===== config.mk =====
export PLATFORM = sky130hd
export DESIGN_NAME = neuron_mac_seq_flat
export DESIGN_NICKNAME = d
export VERILOG_FILES = /design/src/rtl/neuron_mac_seq_if.sv /design/src/rtl/neuron_mac_seq.sv /design/src/flat_wrapper.sv
export SDC_FILE = /design/constraint.sdc
export NUM_CORES = 1
export LEC_CHECK = 0
export ABC_AREA = 1
export BUFFER_PORTS_ARGS = -buffer_cell sky130_fd_sc_hd__buf_4
export CORE_MARGIN = 2
export CORE_UTILIZATION = 40
export CTS_BUF_LIST = sky130_fd_sc_hd__clkbuf_8 sky130_fd_sc_hd__clkbuf_16
export DETAILED_ROUTE_END_ITERATION = 12
export PLACE_DENSITY = 0.64
export SLEW_MARGIN = 20
export SYNTH_ARGS = -nofsm -noshare
export SYNTH_HDL_FRONTEND = slang
export SYNTH_SLANG_ARGS = --single-unit

===== constraint.sdc =====
create_clock -name clk -period 6.5 [get_ports clk]
set_input_delay 0 -clock clk [delete_from_list [all_inputs] [get_ports clk]]
set_output_delay 0 -clock clk [all_outputs]
set_load 0.02 [all_outputs]

===== src/rtl/neuron_mac_seq_if.sv =====
// -----------------------------------------------------------------------------
// neuron_mac_seq_if
// Bundles the control and data signals between a layer controller and one
// sequential neuron.
//   En    : global clock enable (controller -> neuron)
//   Run   : start request (controller -> neuron)
//   Mode  : 0 = hard sigmoid, 1 = ReLU (controller -> neuron)
//   X, W  : packed inputs/weights, element i at [i*DATA_WIDTH +: DATA_WIDTH]
//   B     : bias
//   Y     : activation result (neuron -> controller)
//   Busy  : computation in progress (neuron -> controller)
//   Done  : one-enabled-cycle pulse when Y updates (neuron -> controller)
// Modports: master = controller side, slave = neuron side.
// -----------------------------------------------------------------------------
interface neuron_mac_seq_if #(
    parameter int DATA_WIDTH = 8,
    parameter int N_INPUTS   = 4
);
    logic                           En;
    logic                           Run;
    logic                           Mode;
    logic [N_INPUTS*DATA_WIDTH-1:0] X;
    logic [N_INPUTS*DATA_WIDTH-1:0] W;
    logic [DATA_WIDTH-1:0]          B;
    logic [DATA_WIDTH-1:0]          Y;
    logic                           Busy;
    logic                           Done;

    modport master (output En, Run, Mode, X, W, B, input Y, Busy, Done);
    modport slave  (input En, Run, Mode, X, W, B, output Y, Busy, Done);
endinterface


===== src/rtl/neuron_mac_seq.sv =====
// -----------------------------------------------------------------------------
// neuron_mac_seq
// Sequential fixed-point neuron: loads bias into the accumulator, performs one
// saturating multiply-accumulate per cycle over N_INPUTS (X, W) pairs, then
// applies a hard-sigmoid or ReLU activation and pulses Done.
//   clk  : rising-edge clock
//   rst  : asynchronous active-low reset
//   bus  : neuron_mac_seq_if.slave (En, Run, Mode, X, W, B in; Y, Busy, Done out)
// Configuration macro: NEURON_RELU_EN. When defined, Mode selects ReLU or
// sigmoid; when undefined, Mode is ignored and only the sigmoid is built.
// -----------------------------------------------------------------------------
module neuron_mac_seq #(
    parameter int DATA_WIDTH = 8,
    parameter int FRAC_BITS  = 4,
    parameter int N_INPUTS   = 4,
    parameter int ACC_WIDTH  = DATA_WIDTH + $clog2(N_INPUTS) + 2
) (
    input logic             clk,
    input logic             rst,
    neuron_mac_seq_if.slave bus
);
    localparam int IDX_W = (N_INPUTS > 1) ? $clog2(N_INPUTS) : 1;
    localparam int PW    = 2 * DATA_WIDTH;   // full product width
    localparam int SW    = ACC_WIDTH + 1;    // scaled product width

    localparam logic [IDX_W-1:0] IDX_LAST = IDX_W'(N_INPUTS - 1);

    // Saturation bounds expressed in the widened sum format.
    localparam logic signed [ACC_WIDTH+1:0] SUM_MAX = {3'b000, {(ACC_WIDTH-1){1'b1}}};
    localparam logic signed [ACC_WIDTH+1:0] SUM_MIN = {3'b111, {(ACC_WIDTH-1){1'b0}}};

    localparam logic signed [ACC_WIDTH:0] SIG_ONE  = (ACC_WIDTH+1)'(1 << FRAC_BITS);
    localparam logic signed [ACC_WIDTH:0] SIG_HALF = (ACC_WIDTH+1)'(1 << (FRAC_BITS - 1));

    typedef enum logic [1:0] {
        S_IDLE = 2'd0,
        S_MAC  = 2'd1,
        S_ACT  = 2'd2
    } state_t;

    state_t                        state_q, state_d;
    logic signed [ACC_WIDTH-1:0]   acc_q, acc_d;
    logic [IDX_W-1:0]              idx_q, idx_d;
    logic [DATA_WIDTH-1:0]         y_q, y_d;
    logic                          busy_q, busy_d;
    logic                          done_q, done_d;
    logic                          capture;

    logic signed [DATA_WIDTH-1:0]  xr_q [N_INPUTS];
    logic signed [DATA_WIDTH-1:0]  wr_q [N_INPUTS];

    // ---------------- MAC datapath ----------------
    logic signed [PW-1:0]          prod, prod_shr;
    logic signed [PW+SW-1:0]       prod_ext;
    logic signed [SW-1:0]          prod_s;
    logic signed [ACC_WIDTH+1:0]   sum;
    logic signed [ACC_WIDTH-1:0]   acc_sat;

    assign prod     = xr_q[idx_q] * wr_q[idx_q];
    assign prod_shr = prod >>> FRAC_BITS;
    // Sign-extend wide enough, then keep SW bits: covers both extension and
    // truncation without depending on which of PW/SW is larger.
    assign prod_ext = {{SW{prod_shr[PW-1]}}, prod_shr};
    assign prod_s   = prod_ext[SW-1:0];
    assign sum      = {{2{acc_q[ACC_WIDTH-1]}}, acc_q} + {prod_s[SW-1], prod_s};

    always_comb begin
        if (sum > SUM_MAX)      acc_sat = SUM_MAX[ACC_WIDTH-1:0];
        else if (sum < SUM_MIN) acc_sat = SUM_MIN[ACC_WIDTH-1:0];
        else                    acc_sat = sum[ACC_WIDTH-1:0];
    end

    // ---------------- Activation datapath ----------------
    logic signed [ACC_WIDTH-1:0]   acc_shr;
    logic signed [ACC_WIDTH:0]     sig_s;
    logic [DATA_WIDTH-1:0]         sig_y, act_y;

    assign acc_shr = acc_q >>> 2;
    assign sig_s   = {acc_shr[ACC_WIDTH-1], acc_shr} + SIG_HALF;

    always_comb begin
        if (sig_s < 0)            sig_y = '0;
        else if (sig_s > SIG_ONE) sig_y = SIG_ONE[DATA_WIDTH-1:0];
        else                      sig_y = sig_s[DATA_WIDTH-1:0];
    end

`ifdef NEURON_RELU_EN
    localparam logic signed [ACC_WIDTH-1:0] RELU_MAX = ACC_WIDTH'((1 << (DATA_WIDTH-1)) - 1);

    logic                  mode_q;
    logic [DATA_WIDTH-1:0] relu_y;

    always_comb begin
        if (acc_q[ACC_WIDTH-1])    relu_y = '0;
        else if (acc_q > RELU_MAX) relu_y = RELU_MAX[DATA_WIDTH-1:0];
        else                       relu_y = acc_q[DATA_WIDTH-1:0];
    end

    assign act_y = mode_q ? relu_y : sig_y;

    always_ff @(posedge clk or negedge rst) begin
        if (!rst)                  mode_q <= 1'b0;
        else if (bus.En && capture) mode_q <= bus.Mode;
    end
`else
    logic unused_mode;
    assign unused_mode = bus.Mode;
    assign act_y       = sig_y;
`endif

    // ---------------- Control FSM ----------------
    always_comb begin
        // NOTE: every combinational output gets a default first so no path
        // through the case leaves it unassigned (which would infer a latch).
        state_d = state_q;
        acc_d   = acc_q;
        idx_d   = idx_q;
        y_d     = y_q;
        busy_d  = busy_q;
        done_d  = 1'b0;
        capture = 1'b0;
        case (state_q)
            S_IDLE: begin
                if (bus.Run) begin
                    capture = 1'b1;
                    acc_d   = {{(ACC_WIDTH-DATA_WIDTH){bus.B[DATA_WIDTH-1]}}, bus.B};
                    idx_d   = '0;
                    busy_d  = 1'b1;
                    state_d = S_MAC;
                end
            end
            S_MAC: begin
                acc_d = acc_sat;
                idx_d = idx_q + 1'b1;
                if (idx_q == IDX_LAST) state_d = S_ACT;
            end
            S_ACT: begin
                y_d     = act_y;
                done_d  = 1'b1;
                busy_d  = 1'b0;
                state_d = S_IDLE;
            end
            default: begin
                // Unreachable encoding: recover cleanly to IDLE.
                busy_d  = 1'b0;
                idx_d   = '0;
                state_d = S_IDLE;
            end
        endcase
    end

    always_ff @(posedge clk or negedge rst) begin
        // NOTE: sequential state uses non-blocking assignments so every
        // register samples its pre-edge value regardless of statement order.
        if (!rst) begin
            state_q <= S_IDLE;
            acc_q   <= '0;
            idx_q   <= '0;
            y_q     <= '0;
            busy_q  <= 1'b0;
            done_q  <= 1'b0;
        end else if (bus.En) begin
            state_q <= state_d;
            acc_q   <= acc_d;
            idx_q   <= idx_d;
            y_q     <= y_d;
            busy_q  <= busy_d;
            done_q  <= done_d;
        end
    end

    // NOTE: the operand arrays are left out of reset; they are always written
    // at acceptance before being read, so reset would only add fan-out.
    always_ff @(posedge clk) begin
        if (bus.En && capture) begin
            for (int i = 0; i < N_INPUTS; i++) begin
                xr_q[i] <= bus.X[i*DATA_WIDTH +: DATA_WIDTH];
                wr_q[i] <= bus.W[i*DATA_WIDTH +: DATA_WIDTH];
            end
        end
    end

    assign bus.Y    = y_q;
    assign bus.Busy = busy_q;
    assign bus.Done = done_q;

endmodule


===== src/flat_wrapper.sv =====
// flat-port wrapper written by rule: the top's interface ports become plain ports
module neuron_mac_seq_flat 
#(
    parameter int DATA_WIDTH = 8,
    parameter int FRAC_BITS  = 4,
    parameter int N_INPUTS   = 4,
    parameter int ACC_WIDTH  = DATA_WIDTH + $clog2(N_INPUTS) + 2
)
  (clk, rst, bus_En, bus_Run, bus_Mode, bus_X, bus_W, bus_B, bus_Y, bus_Busy, bus_Done);
  neuron_mac_seq_if #(.DATA_WIDTH(DATA_WIDTH), .N_INPUTS(N_INPUTS)) bus_i ();
  input logic clk;
  input logic rst;
  input wire logic [$bits(bus_i.En)-1:0] bus_En;
  input wire logic [$bits(bus_i.Run)-1:0] bus_Run;
  input wire logic [$bits(bus_i.Mode)-1:0] bus_Mode;
  input wire logic [$bits(bus_i.X)-1:0] bus_X;
  input wire logic [$bits(bus_i.W)-1:0] bus_W;
  input wire logic [$bits(bus_i.B)-1:0] bus_B;
  output wire logic [$bits(bus_i.Y)-1:0] bus_Y;
  output wire logic [$bits(bus_i.Busy)-1:0] bus_Busy;
  output wire logic [$bits(bus_i.Done)-1:0] bus_Done;
  assign bus_i.En = bus_En;
  assign bus_i.Run = bus_Run;
  assign bus_i.Mode = bus_Mode;
  assign bus_i.X = bus_X;
  assign bus_i.W = bus_W;
  assign bus_i.B = bus_B;
  assign bus_Y = bus_i.Y;
  assign bus_Busy = bus_i.Busy;
  assign bus_Done = bus_i.Done;
  neuron_mac_seq #(.DATA_WIDTH(DATA_WIDTH), .FRAC_BITS(FRAC_BITS), .N_INPUTS(N_INPUTS), .ACC_WIDTH(ACC_WIDTH)) u_core (.clk(clk), .rst(rst), .bus(bus_i));
endmodule

---- Word-level counts from Yosys, hierarchy flattened ----
Memories as Yosys holds them, arrays and structs flattened.
Cells that the tools add are included.
word-level totals
  register bits ........................... 26
  bits in writable memories ............... 64
  input bits .............................. 77
  output and inout port bits .............. 10
  word-level logic and storage cells ...... 49
  memories ................................ 2
memories
  name         depth  width  rd ports  clocked after memory_dff  wr ports  RTL line              RTL
  u_core.wr_q  4      8      1         0                         4         neuron_mac_seq.sv:50  logic signed [DATA_WIDTH-1:0] wr_q [N_INPUTS];
  u_core.xr_q  4      8      1         0                         4         neuron_mac_seq.sv:49  logic signed [DATA_WIDTH-1:0] xr_q [N_INPUTS];
cells by class
  add/subtract/negate cells ............... 3
  multiply operators ...................... 1
  magnitude comparators ................... 4
  equality and inequality tests ........... 5
  muxes and demuxes ....................... 18
  bitwise gates (word level) .............. 2
  reduce and logical (&&, ||, !) cells .... 8
operators by type and width
  operator                                                number
  2-to-1 mux 12 bit                                       3
  case mux 12 bit (2 select lines)                        1
  multiplier 8 x 8 -> 16 bit                              1
  2-to-1 mux 8 bit                                        2
  > comparator 14 x 12 -> 1 bit (second input constant)   1
  < comparator 14 x 12 -> 1 bit (second input constant)   1
  adder 12 x 12 -> 13 bit                                 1
  AND reduction 3 bit                                     4
  adder 10 x 5 -> 11 bit (second input constant)          1
  > comparator 11 x 6 -> 1 bit (second input constant)    1
  < comparator 11 x 1 -> 1 bit (second input constant)    1
  2-to-1 mux 1 bit                                        6
  2-to-1 mux 2 bit                                        3
  case mux 2 bit (3 select lines)                         1
  == test 2 bit (second input constant)                   2
  case mux 2 bit (2 select lines)                         1
  adder 2 x 1 -> 2 bit (second input constant)            1
  == test 2 x 1 -> 1 bit (second input constant)          1
  logical NOT 2 bit                                       1
  inequality test 2 x 1 -> 1 bit (second input constant)  1
  inequality test 2 bit (second input constant)           1
  NOT 1 bit                                               2
  case mux 1 bit (2 select lines)                         1
  AND reduction 2 bit                                     1
  other kinds (2)                                         2

---- Depth between registers and ports, before layout ----
Gate-level depths: netlist (run 1).
An unclocked memory read counts as a cell.
  depth after elaboration ................. 7
  mapped depth ............................ 36
  gate-level depth less buffers ........... 34

---- Least setup slack after synthesis (run 1) ----
OpenSTA, ideal clock, no wires.
  kind .................................... register -> register
  start point ............................. reg u_core.idx_q[0]
  end point ............................... reg u_core.acc_q[10]
  setup time .............................. 0.117 ns
  arrival ................................. 5.807 ns
  data required time ...................... 6.383 ns
  slack ................................... 0.576 ns
  stages on the path, launching flop included .. 37
  buffers on the path ..................... 2
  period minus slack after synthesis ...... 5.924 ns
  path through ............................ dfrtp_1 buf_2 clkinv_2 buf_4 nand2_1 a32oi_1 inv_1 nor2_1 inv_1 fa_1 fa_1 inv_1 fa_1 inv_1 fa_1 inv_1 ha_1 nand2_1 nor3_1 nand2_1 nand3_1 nand2_1 nand2_1 a21oi_1 xnor2_1 ha_1 nand2_1 nor2_1 nand3_1 nand3_1 nand2_1 nand3_1 nand2_1 inv_2 nand2_1 nand2_1 nand2_1
between the ends
  longest elaborated chain between the ends .. 7
  elaborated cells on any way between the ends .. 9
  those cells by class .................... add/sub: 1; mul: 1; order compare: 2; mux: 3; memory: 2
RTL lines
  what                                               RTL line               RTL
  from (decl)                                        neuron_mac_seq.sv:43   logic [IDX_W-1:0] idx_q, idx_d;
  from (signal assigned)                             neuron_mac_seq.sv:165  idx_q <= idx_d;
  memory read (4 x 8 bit), on equally long branches  n/a
  multiplier 8 x 8 -> 16 bit *                       neuron_mac_seq.sv:59   assign prod = xr_q[idx_q] * wr_q[idx_q];
  adder 12 x 12 -> 13 bit *                          neuron_mac_seq.sv:65   assign sum = {{2{acc_q[ACC_WIDTH-1]}}, acc_q} + {prod_s[SW-1], prod_s};
  < comparator 14 x 12 -> 1 bit                      neuron_mac_seq.sv:69   else if (sum < SUM_MIN) acc_sat = SUM_MIN[ACC_WIDTH-1:0];
  2-to-1 mux 12 bit                                  neuron_mac_seq.sv:69
  2-to-1 mux 12 bit *                                neuron_mac_seq.sv:68   if (sum > SUM_MAX) acc_sat = SUM_MAX[ACC_WIDTH-1:0];
  case mux 12 bit (2 select lines) *                 neuron_mac_seq.sv:122  case (state_q)
  to (signal assigned)                               neuron_mac_seq.sv:157  acc_q <= '0;
  to (signal assigned)                               neuron_mac_seq.sv:164  acc_q <= acc_d;
  to (decl)                                          neuron_mac_seq.sv:42   logic signed [ACC_WIDTH-1:0] acc_q, acc_d;
Mark *: on every way between the ends. The rest lies on a longest branch, timed or not.
A chain may end at the register's enable or synchronous reset.

---- Final worst setup path (run 1) ----
  start point ............................. reg u_core.idx_q[0]
  end point ............................... reg u_core.acc_q[9]
Same word-level chain as after synthesis.

==> flow_metrics.env, run 1 <==
export IMPL_synth_top_area_share_pct=28.6
export IMPL_antennaDiodeCount=0
export IMPL_crit_required_ns=6.78
export IMPL_cts_max_level=3
export IMPL_ys_ff_latch=90
export IMPL_grt_overflow_total=0
export IMPL_path_max_fanout=22
export IMPL_drt_first_pass_iters=6
export IMPL_place_gp_congestion=0.914
export IMPL_cts_tree="done"
export IMPL_clk_latency_ns=0.35
export IMPL_ys_types=43
export IMPL_synthesis_nets=910
export IMPL_post_route_min_period_ns=6.16
export IMPL_clock_sinks=90
export IMPL_synth_edff_count=64
export IMPL_die_x_um=134
export IMPL_via_count=5394
export IMPL_status="completed"
export IMPL_ff_latch_area_um2=2570
export IMPL_drv_cap=0
export IMPL_crit_top_cell="nand2_1"
export IMPL_grt_pass1_vias=5531
export IMPL_grt_max_degree=66
export IMPL_port_buffers=85
export IMPL_fillCellCount=1433
export IMPL_synth_area_leaders="edfxtp_1 (29%), fa_1 (16%), nand2_1 (10%)"
export IMPL_crit_slowest_cell="fa_1"
export IMPL_async_flop_share_pct=28.9
export IMPL_r2r_end="u_core.acc_q[9]$_DFFE_PN0P_"
export IMPL_hpwl_um=10900
export IMPL_drtIter0Drc=213
export IMPL_cts_buffers=9
export IMPL_die_area_um2=17900
export IMPL_crit_type="flip-flop to flip-flop"
export IMPL_ys_flop_type="edfxtp_1"
export IMPL_hold_violations=0
export IMPL_clk_pin_slew_ns=0.07
export IMPL_period_share_pct=94.8
export IMPL_synth_cell_area_um2=6730
export IMPL_worstPathArrival_ns=6.45
export IMPL_die_y_um=134
export IMPL_vias_per_cell=4.67
export IMPL_finalSetupViolCount=0
export IMPL_grt_use_total_pct=17.7
export IMPL_multi_input_area_um2=3750
export IMPL_antenna_left=0
export IMPL_reg2reg_depth=34
export IMPL_netlist_top_cell_by_area="edfxtp_1"
export IMPL_routed_wirelength_um=15200
export IMPL_fp_row_count=47
export IMPL_areaGrowthSynthToFinish_pct=35.7
export IMPL_drv_slew=0
export IMPL_crit_path_start_kind="flip-flop"
export IMPL_nets=1105
export IMPL_syn_inst=736
export IMPL_max_slew_margin_rel_pct=45.8
export IMPL_synth_most_common_cell="nand2_1"
export IMPL_timing_fmax_mhz=162
export IMPL_pin_count=87
export IMPL_worstSetupEndpointType="flip-flop"
export IMPL_postSynthAreaPerCell_um2=9.15
export IMPL_drc_errors=0
export IMPL_wl_per_cell_um=13.2
export IMPL_synth_top_cells_by_count="nand2_1 (179), inv_1 (128), nor2_1 (69)"
export IMPL_tightest_slew_ns=0.813
export IMPL_clk_path_buf_depth=2
export IMPL_antenna_found_initial=0
export IMPL_cts_root_buf="clkbuf_16"
export IMPL_ys_warn_count=0
export IMPL_grt_pass1_wl_um=25200
export IMPL_min_path_type="input pin to flip-flop"
export IMPL_synth_seq_area_share_pct=38.2
export IMPL_endpoint="u_core.acc_q[9]$_DFFE_PN0P_"
export IMPL_coreArea_um2=16500
export IMPL_ff2ff_setup_slack_ns=0.34
export IMPL_cpPeakStageDelay_ns=0.54
export IMPL_skew_ns=0.0107
export IMPL_postLayoutCoreUtil_pct=55.3
export IMPL_initial_core_util_pct=40.7
export IMPL_worst_r2r_startpoint="u_core.idx_q[0]$_DFFE_PN0P_"
export IMPL_drive_above_1_share_pct=20.5
export IMPL_cp_startpoint="u_core.idx_q[0]$_DFFE_PN0P_"
-- critical path, delay by kind of cell, from the launching register on --
family	cells	cell delay [ns]
and+or+nand+nor	14	1.37
DFF	1	0.46
AOI/OAI and AO/OA	3	0.37
buffers and inverters	10	1.06
xor gates and xnor gates	1	0.12
adders and majority gates	6	2.68
-- layout make-up --
| class | count | area share [%] |
|---|---|---|
| multi-input combinational | 498 | 41.1 |
| timing repair inverter | 1 | 0.0822 |
| inverter | 137 | 5.77 |
| clock buffer | 9 | 2.47 |
| clock inverter | 7 | 0.849 |
| sequential | 90 | 28.2 |
| tap | 220 | 3.01 |
| timing repair buffer | 194 | 18.5 |
-- kinds of logic (layout without fill, tap and decap cells) --
logic type	count (synthesis)	in the layout	share of synthesized area [%]
simple gates	294	294	18.3
flops	90	90	38.2
fa+ha+maj	97	97	24.2
xor+xnor	27	27	3.51
compound gates	80	80	7.19
buf+inv	148	348	8.64
-- per-layer routing --
metal  up-vias  track usage [%]  routed length (µm)
met4         0             5.38                 319
met2       115             32.8                8050
li1       2737                -                   -
met1      2516             20.5                6290
met3        26             3.46                 562
met5         -                0                   0
-- cell usage in the layout (no fill, tap or decap), drive strengths merged, types with 2 or more instances in the layout --
cell	n
a21oi	37
xor2	15
xnor2	12
clkbuf	10
or2	2
clkinvlp	4
ha	42
fa	55
inv	135
nand3	24
clkinv	5
buf	120
nor2	77
nor3	3
edfxtp	64
a21o	2
dlygate4sd3	73
nand4	4
a32o	2
nand2	180
o21a	2
dfrtp	26
o21ai	21
a32oi	12
-- worst min-delay path by stage --
stage	slack (ns)	cells past startpoint	end	start
finish	0.03	4	u_core.state_q[0]$_DFFE_PN0P_	bus_Run
CTS	0.01	4	u_core.state_q[0]$_DFFE_PN0P_	bus_Run
floorplan	-0.30	0	u_core.acc_q[0]$_DFFE_PN0P_	rst
global route	0.05	4	u_core.bus.Done$_DFFE_PN0P_	bus_En
detailed placement	-0.07	1	u_core.bus.Y[6]$_DFFE_PN0P_	rst
global placement	-0.07	1	u_core.bus.Y[6]$_DFFE_PN0P_	rst
-- repair_timing --
action,4_1_cts,5_1_grt
hold buffers,73,0
hold endpoints to repair,98,0
setup buffers,0,4
gates resized for setup,0,47
setup endpoints to repair,0,12
-- flip-flops by register name (all words and copies together), names as in the netlist --
signal and flops:
u_core.acc_q 12, u_core.bus.Busy 1, u_core.bus.Done 1, u_core.bus.Y 8, u_core.idx_q 2, u_core.state_q 2, u_core.wr_q 32, u_core.xr_q 32
-- stage by stage --
stage | setup TNS [ns] | worst slack [ns] | area [µm²] | cells | hold WS (ns)
after floorplan | 0 | 0.576 | 6730 | 736 | -0.296
after global placement | 0 | 0.103 | 7840 | 1061 | -0.0729
after detailed placement | 0 | 0.0561 | 7840 | 1061 | -0.0659
after CTS | 0 | 0.0208 | 8870 | 1150 | 0.0114
after global routing | -0.101 | -0.0285 | 9140 | 1156 | 0.0529
final | 0 | 0.337 | 9140 | 1156 | 0.0268
Power of run 1 is left out: the tool's default activity adds up to more than one toggle a clock period on the data nets, which glitch-free logic cannot reach.
==> run 2, diff against run 1 <==
--- a/config.mk
+++ b/config.mk
@@ -6,5 +6,4 @@
 export NUM_CORES = 1
 export LEC_CHECK = 0
-export ABC_AREA = 1
 export BUFFER_PORTS_ARGS = -buffer_cell sky130_fd_sc_hd__buf_4
 export CORE_MARGIN = 2
@@ -13,4 +12,5 @@
 export DETAILED_ROUTE_END_ITERATION = 12
 export PLACE_DENSITY = 0.64
+export SETUP_SLACK_MARGIN = 0.05
 export SLEW_MARGIN = 20
 export SYNTH_ARGS = -nofsm -noshare
==> constraint.sdc (replaced) <==
create_clock -name clk -period 6.5 [get_ports clk]
set_input_delay 0 -clock clk [delete_from_list [all_inputs] [get_ports clk]]
set_output_delay 0 -clock clk [all_outputs]
set_load 0.01 [all_outputs]
==> flow_metrics.env, run 2 <==
export IMPL_fp_row_count=47
export IMPL_grt_pass1_vias=5483
export IMPL_routed_wirelength_um=16700
export IMPL_min_path_type="input pin to flip-flop"
export IMPL_placed_area_um2=7940
export IMPL_wl_per_cell_um=15.7
export IMPL_nets=1012
export IMPL_die_y_um=133
export IMPL_antennaDiodeCount=0
export IMPL_path_max_fanout=7
export IMPL_pre_cts_ws_ns=-0.340
export IMPL_skew_ns=0.0141
export IMPL_clk_latency_ns=0.35
export IMPL_crit_top_cell="fa_1"
export IMPL_drv_slew=0
export IMPL_rsz0062_at_grt="yes"
export IMPL_clk_pin_slew_ns=0.06
export IMPL_max_slew_margin_rel_pct=39.0
export IMPL_cts_tree="done"
export IMPL_cpLargestDelayFamily="adder cells"
export IMPL_synth_edff_count=64
export IMPL_finalWorstSetupSlack_ns=-0.0328
export IMPL_vias_per_cell=4.94
export IMPL_clk_path_buf_depth=2
export IMPL_synth_top_cells_by_count="inv_1 (82), edfxtp_1 (64), fa_1 (55)"
export IMPL_ys_warn_count=0
export IMPL_post_route_min_period_ns=6.53
export IMPL_cts_buffers=9
export IMPL_synth_seq_area_share_pct=38.6
export IMPL_drt_first_pass_iters=5
export IMPL_synthesis_nets=753
export IMPL_drc_errors=0
export IMPL_final_common_cell="buf_4"
export IMPL_mostFrequentLayoutCells="buf_4 (177), inv_1 (74), dlygate4sd3_1 (70)"
export IMPL_hold_ws_ns=0.0350
export IMPL_drtIter0Drc=179
export IMPL_drv_cap=0
export IMPL_synth_cell_area_um2=6660
export IMPL_ys_ff_latch=90
export IMPL_crit_type="flip-flop to flip-flop"
export IMPL_reg2reg_depth=27
export IMPL_grt_max_degree=69
export IMPL_die_x_um=133
export IMPL_synth_area_leaders="edfxtp_1 (29%), fa_1 (17%), dfrtp_1 (9.8%)"
export IMPL_finalSetupViolCount=5
export IMPL_crit_path_start_kind="flip-flop"
export IMPL_antenna_found_initial=0
export IMPL_timing_fmax_mhz=153
export IMPL_ys_flop_type="edfxtp_1"
export IMPL_violations="setup timing"
export IMPL_hold_violations=0
export IMPL_grt_use_total_pct=19.3
export IMPL_worstSetupEndpointType="flip-flop"
export IMPL_grt_pass1_wl_um=27000
export IMPL_die_area_um2=17700
export IMPL_ys_types=65
export IMPL_initial_core_util_pct=40.6
export IMPL_crit_slowest_cell="mux4_2"
export IMPL_holdPathStages=3
export IMPL_period_share_pct=101
export IMPL_fillCellCount=1263
export IMPL_largestRegisters="u_core.wr_q (32), u_core.xr_q (32), u_core.acc_q (12)"
export IMPL_fin_area_um2=9830
export IMPL_cts_root_buf="clkbuf_16"
export IMPL_netlist_top_cell_by_area="edfxtp_1"
export IMPL_clock_sinks=90
export IMPL_worstPathArrival_ns=6.75
export IMPL_cpPeakStageDelay_ns=0.57
export IMPL_critPathBufInv=5
export IMPL_cts_max_level=3
export IMPL_synth_most_common_cell="inv_1"
export IMPL_path_depth=27
export IMPL_syn_inst=579
export IMPL_postSynthAreaPerCell_um2=11.5
export IMPL_status="finished, violations left"
export IMPL_hpwl_um=11800
export IMPL_areaGrowthSynthToFinish_pct=47.5
export IMPL_pin_count=87
export IMPL_antenna_left=0
export IMPL_tightest_slew_ns=0.912
export IMPL_place_gp_congestion=0.896
export IMPL_drive_above_1_share_pct=37.6
export IMPL_port_buffers=85
export IMPL_crit_required_ns=6.72
export IMPL_coreArea_um2=16400
export IMPL_grt_overflow_total=0
export IMPL_synth_top_area_share_pct=28.9
export IMPL_async_flop_share_pct=28.9
export IMPL_via_count=5247
run 2: cell count changes after synthesis, sizes merged, moves of 8 or more:
cell,change
a32oi,-12
inv,-51
mux4,+15
nand3,-23
and2,+42
o21ai,+8
xor2,-12
nor2,-56
nand2,-132
nor2b,+9
run 2: final timing paths:
kind                                              from                          end  slack [ns]
min                                           bus_B[0]  u_core.acc_q[0]$_DFFE_PN0P_        0.04
max in group asynchronous                          rst  u_core.idx_q[1]$_DFFE_PN0P_        6.11
min in group asynchronous                          rst  u_core.bus.Busy$_DFFE_PN0P_        0.10
min reg2reg                u_core.bus.Y[5]$_DFFE_PN0P_  u_core.bus.Y[5]$_DFFE_PN0P_        0.50
max reg2reg                u_core.idx_q[0]$_DFFE_PN0P_  u_core.acc_q[7]$_DFFE_PN0P_       -0.03
max                        u_core.idx_q[0]$_DFFE_PN0P_  u_core.acc_q[7]$_DFFE_PN0P_       -0.03
run 2: timing repair:
item / 4_1_cts / 5_1_grt
endpoints found under the setup margin: 12 / 12
endpoints found under the hold margin: 97 / 0
resized for setup: 67 / 46
hold buffers: 70 / 0
pin swaps: 51 / 58
gates cloned: 1 / 0
buffers inserted: 34 / 15
run 2: per-layer routing:
metal	track usage, %	vias up	share of wire (%)
li1	-	2523	-
met1	23.0	2599	42
met3	3.68	23	3.0
met4	6.09	0	2.2
met5	0	-	0
met2	35.1	102	53
run 2: worst min-delay path: cells and delay by family:
| kind | cells | cell delay (ns) |
|---|---|---|
| AO/OA/AOI/OAI | 2 | 0.25 |
| buffers and inverters | 1 | 0.07 |
run 2: area by class of cell:
class,instances,area [µm²],area share (%)
multi-input combinational,396,4160,42.4
sequential,90,2570,26.2
timing repair buffer,259,2190,22.3
inverter,82,308,3.13
tap,220,275,2.80
clock buffer,11,264,2.69
clock inverter,5,52.6,0.535
run 2: cell families (layout without fill, tap and decap cells):
kind of cell,count (synthesis),after routing,share of synthesized area (%)
compound gates,109,109,11.5
xor+xnor,20,20,2.63
simple gates,153,153,11.9
flops,90,90,38.6
buf+inv,93,357,5.52
fa+ha+maj,97,97,24.4
mux,17,17,5.39
run 2: metrics by stage:
| step | instances | utilization [%] | TNS, ns |
|---|---|---|---|
| after floorplan | 579 | - | 0 |
| after global placement | 927 | 48.4 | -1.34 |
| after detailed placement | 927 | 48.4 | -2.54 |
| after CTS | 1048 | 57.9 | -0.0123 |
| after global routing | 1063 | 59.9 | -2.68 |
| final | 1063 | 59.9 | -0.0868 |
Power of run 2 is left out for the same reason.
==> run 3, diff against run 2 <==
- CORE_UTILIZATION: 40 -> 30
- PLACE_DENSITY: 0.64 -> 0.52
==> flow_metrics.env, run 3 (synthesis results as in run 2) <==
export IMPL_cpLargestDelayFamily="adder cells"
export IMPL_fin_area_um2=9730
export IMPL_initial_core_util_pct=30.5
export IMPL_placed_cells=1003
export IMPL_largestRegisters="u_core.wr_q (32), u_core.xr_q (32), u_core.acc_q (12)"
export IMPL_antenna_found_initial=0
export IMPL_via_count=5214
export IMPL_cts_root_buf="clkbuf_16"
export IMPL_cts_tree="done"
export IMPL_clk_pin_slew_ns=0.07
export IMPL_timing_fmax_mhz=152
export IMPL_die_y_um=153
export IMPL_die_area_um2=23400
export IMPL_coreArea_um2=21800
export IMPL_clock_sinks=90
export IMPL_antennaDiodeCount=0
export IMPL_place_gp_congestion=0.885
export IMPL_crit_path_start_kind="flip-flop"
export IMPL_drtIter0Drc=191
export IMPL_finalSetupViolCount=10
export IMPL_skew_ns=0.00775
export IMPL_grt_pass1_wl_um=26300
export IMPL_drt_first_pass_iters=4
export IMPL_crit_slowest_cell="mux4_2"
export IMPL_post_route_min_period_ns=6.58
export IMPL_die_x_um=153
export IMPL_finalWorstSetupSlack_ns=-0.0840
export IMPL_grt_use_met3_pct=1.67
export IMPL_vias_per_cell=4.66
export IMPL_crit_required_ns=6.72
export IMPL_final_common_cell="buf_4"
export IMPL_period_share_pct=101
export IMPL_multi_input_area_um2=4040
export IMPL_fin_cells=1119
export IMPL_grt_overflow_total=0
export IMPL_grt_pass1_vias=5509
export IMPL_antenna_left=0
export IMPL_drive_above_1_share_pct=34.8
export IMPL_wl_per_cell_um=14.6
export IMPL_cts_buffers=9
export IMPL_cts_max_level=3
export IMPL_grt_max_degree=69
export IMPL_placed_area_um2=8130
export IMPL_use_met2_pct=24.7
export IMPL_rsz0062_at_grt="yes"
export IMPL_grt_use_total_pct=13.9
export IMPL_min_path_type="input pin to flip-flop"
export IMPL_met1_usage_pct=17.3
export IMPL_routed_wirelength_um=16400
export IMPL_violations="setup timing"
export IMPL_areaGrowthSynthToFinish_pct=46.0
export IMPL_port_buffers=85
export IMPL_status="finished, violations left"
export IMPL_drv_slew=0
export IMPL_hpwl_um=12300
export IMPL_grt_busiest_layer="met2"
export IMPL_path_max_fanout=11
export IMPL_finalSetupTns_ns=-0.500
export IMPL_worstPathArrival_ns=6.81
export IMPL_fp_row_count=54
export IMPL_cpPeakStageDelay_ns=0.58
export IMPL_drv_cap=0
export IMPL_hold_ws_ns=0.0429
export IMPL_max_slew_margin_rel_pct=37.2
export IMPL_hold_violations=0
export IMPL_worstSetupEndpointType="flip-flop"
export IMPL_drc_errors=0
export IMPL_crit_type="flip-flop to flip-flop"
export IMPL_mostFrequentLayoutCells="buf_4 (174), inv_1 (73), dlygate4sd3_1 (71)"
export IMPL_critPathBufInv=6
export IMPL_clk_latency_ns=0.35
export IMPL_fillCellCount=2017
export IMPL_nets=1008
export IMPL_ff_latch_area_um2=2570
export IMPL_pin_count=87
export IMPL_tightest_slew_ns=0.938
export IMPL_crit_top_cell="fa_1"
export IMPL_clk_path_buf_depth=2
[run 3: changes by cell type in the layout (fill, tap and decap cells not counted), sizes merged]
cell / delta
clkinvlp: +2
buf: -5
clkbuf: -2
dlygate4sd3: +1
clkinv: +2
inv: -2
[run 3: worst paths after layout]
path / startpoint / endpoint / slack (ns) / cells after the start
worst min-delay path: bus_B[3] / u_core.acc_q[3]$_DFFE_PN0P_ / 0.04 / 5
worst max register to register: u_core.idx_q[0]$_DFFE_PN0P_ / u_core.acc_q[4]$_DFFE_PN0P_ / -0.08 / 28
max in group asynchronous: rst / u_core.idx_q[0]$_DFFE_PN0P_ / 6.10 / 2
worst min register to register: u_core.bus.Y[4]$_DFFE_PN0P_ / u_core.bus.Y[4]$_DFFE_PN0P_ / 0.49 / 1
worst max-delay path: u_core.idx_q[0]$_DFFE_PN0P_ / u_core.acc_q[4]$_DFFE_PN0P_ / -0.08 / 28
min in group asynchronous: rst / u_core.bus.Done$_DFFE_PN0P_ / 0.11 / 2
[run 3: worst reg2reg max path, delay by kind of cell, from the launching register on]
family          cells  cell delay (ns)
buf+inv             6             0.68
xor+xnor            1             0.20
mux                 1             0.59
compound gates      9             1.41
simple gates        5             0.50
flops               1             0.45
fa+ha+maj           6             2.64
[run 3: final cells by class]
class	instances	area share (%)
tap	280	3.60
sequential	90	26.5
clock inverter	7	0.695
multi-input combinational	396	41.5
inverter	82	3.16
clock buffer	9	2.32
timing repair buffer	255	22.2
[run 3: timing repair]
| item | 4_1_cts | 5_1_grt |
|---|---|---|
| pin swaps | 19 | 36 |
| gates resized for setup | 26 | 60 |
| setup endpoints to repair | 12 | 12 |
| gates cloned | 1 | 0 |
| hold buffers | 71 | 0 |
| buffers inserted | 11 | 17 |
| hold endpoints to repair | 98 | 0 |
[run 3: routing by layer]
metal  wire [µm]  vias up
li1            -     2512
met1        7100     2568
met2        8500      108
met3         425       26
met4         367        0
met5           0        -
[run 3: per-stage QoR]
| step | setup slack, ns | utilization [%] |
|---|---|---|
| 2_1_floorplan | 0.0975 | - |
| 3_5_place_dp | -0.457 | 37.3 |
| 5_1_grt | -0.350 | 44.6 |
| 6_report | -0.0840 | 44.6 |
| 4_1_cts | -0.100 | 42.8 |
| 3_3_place_gp | -0.344 | 37.3 |
Power of run 3 is left out for the same reason.
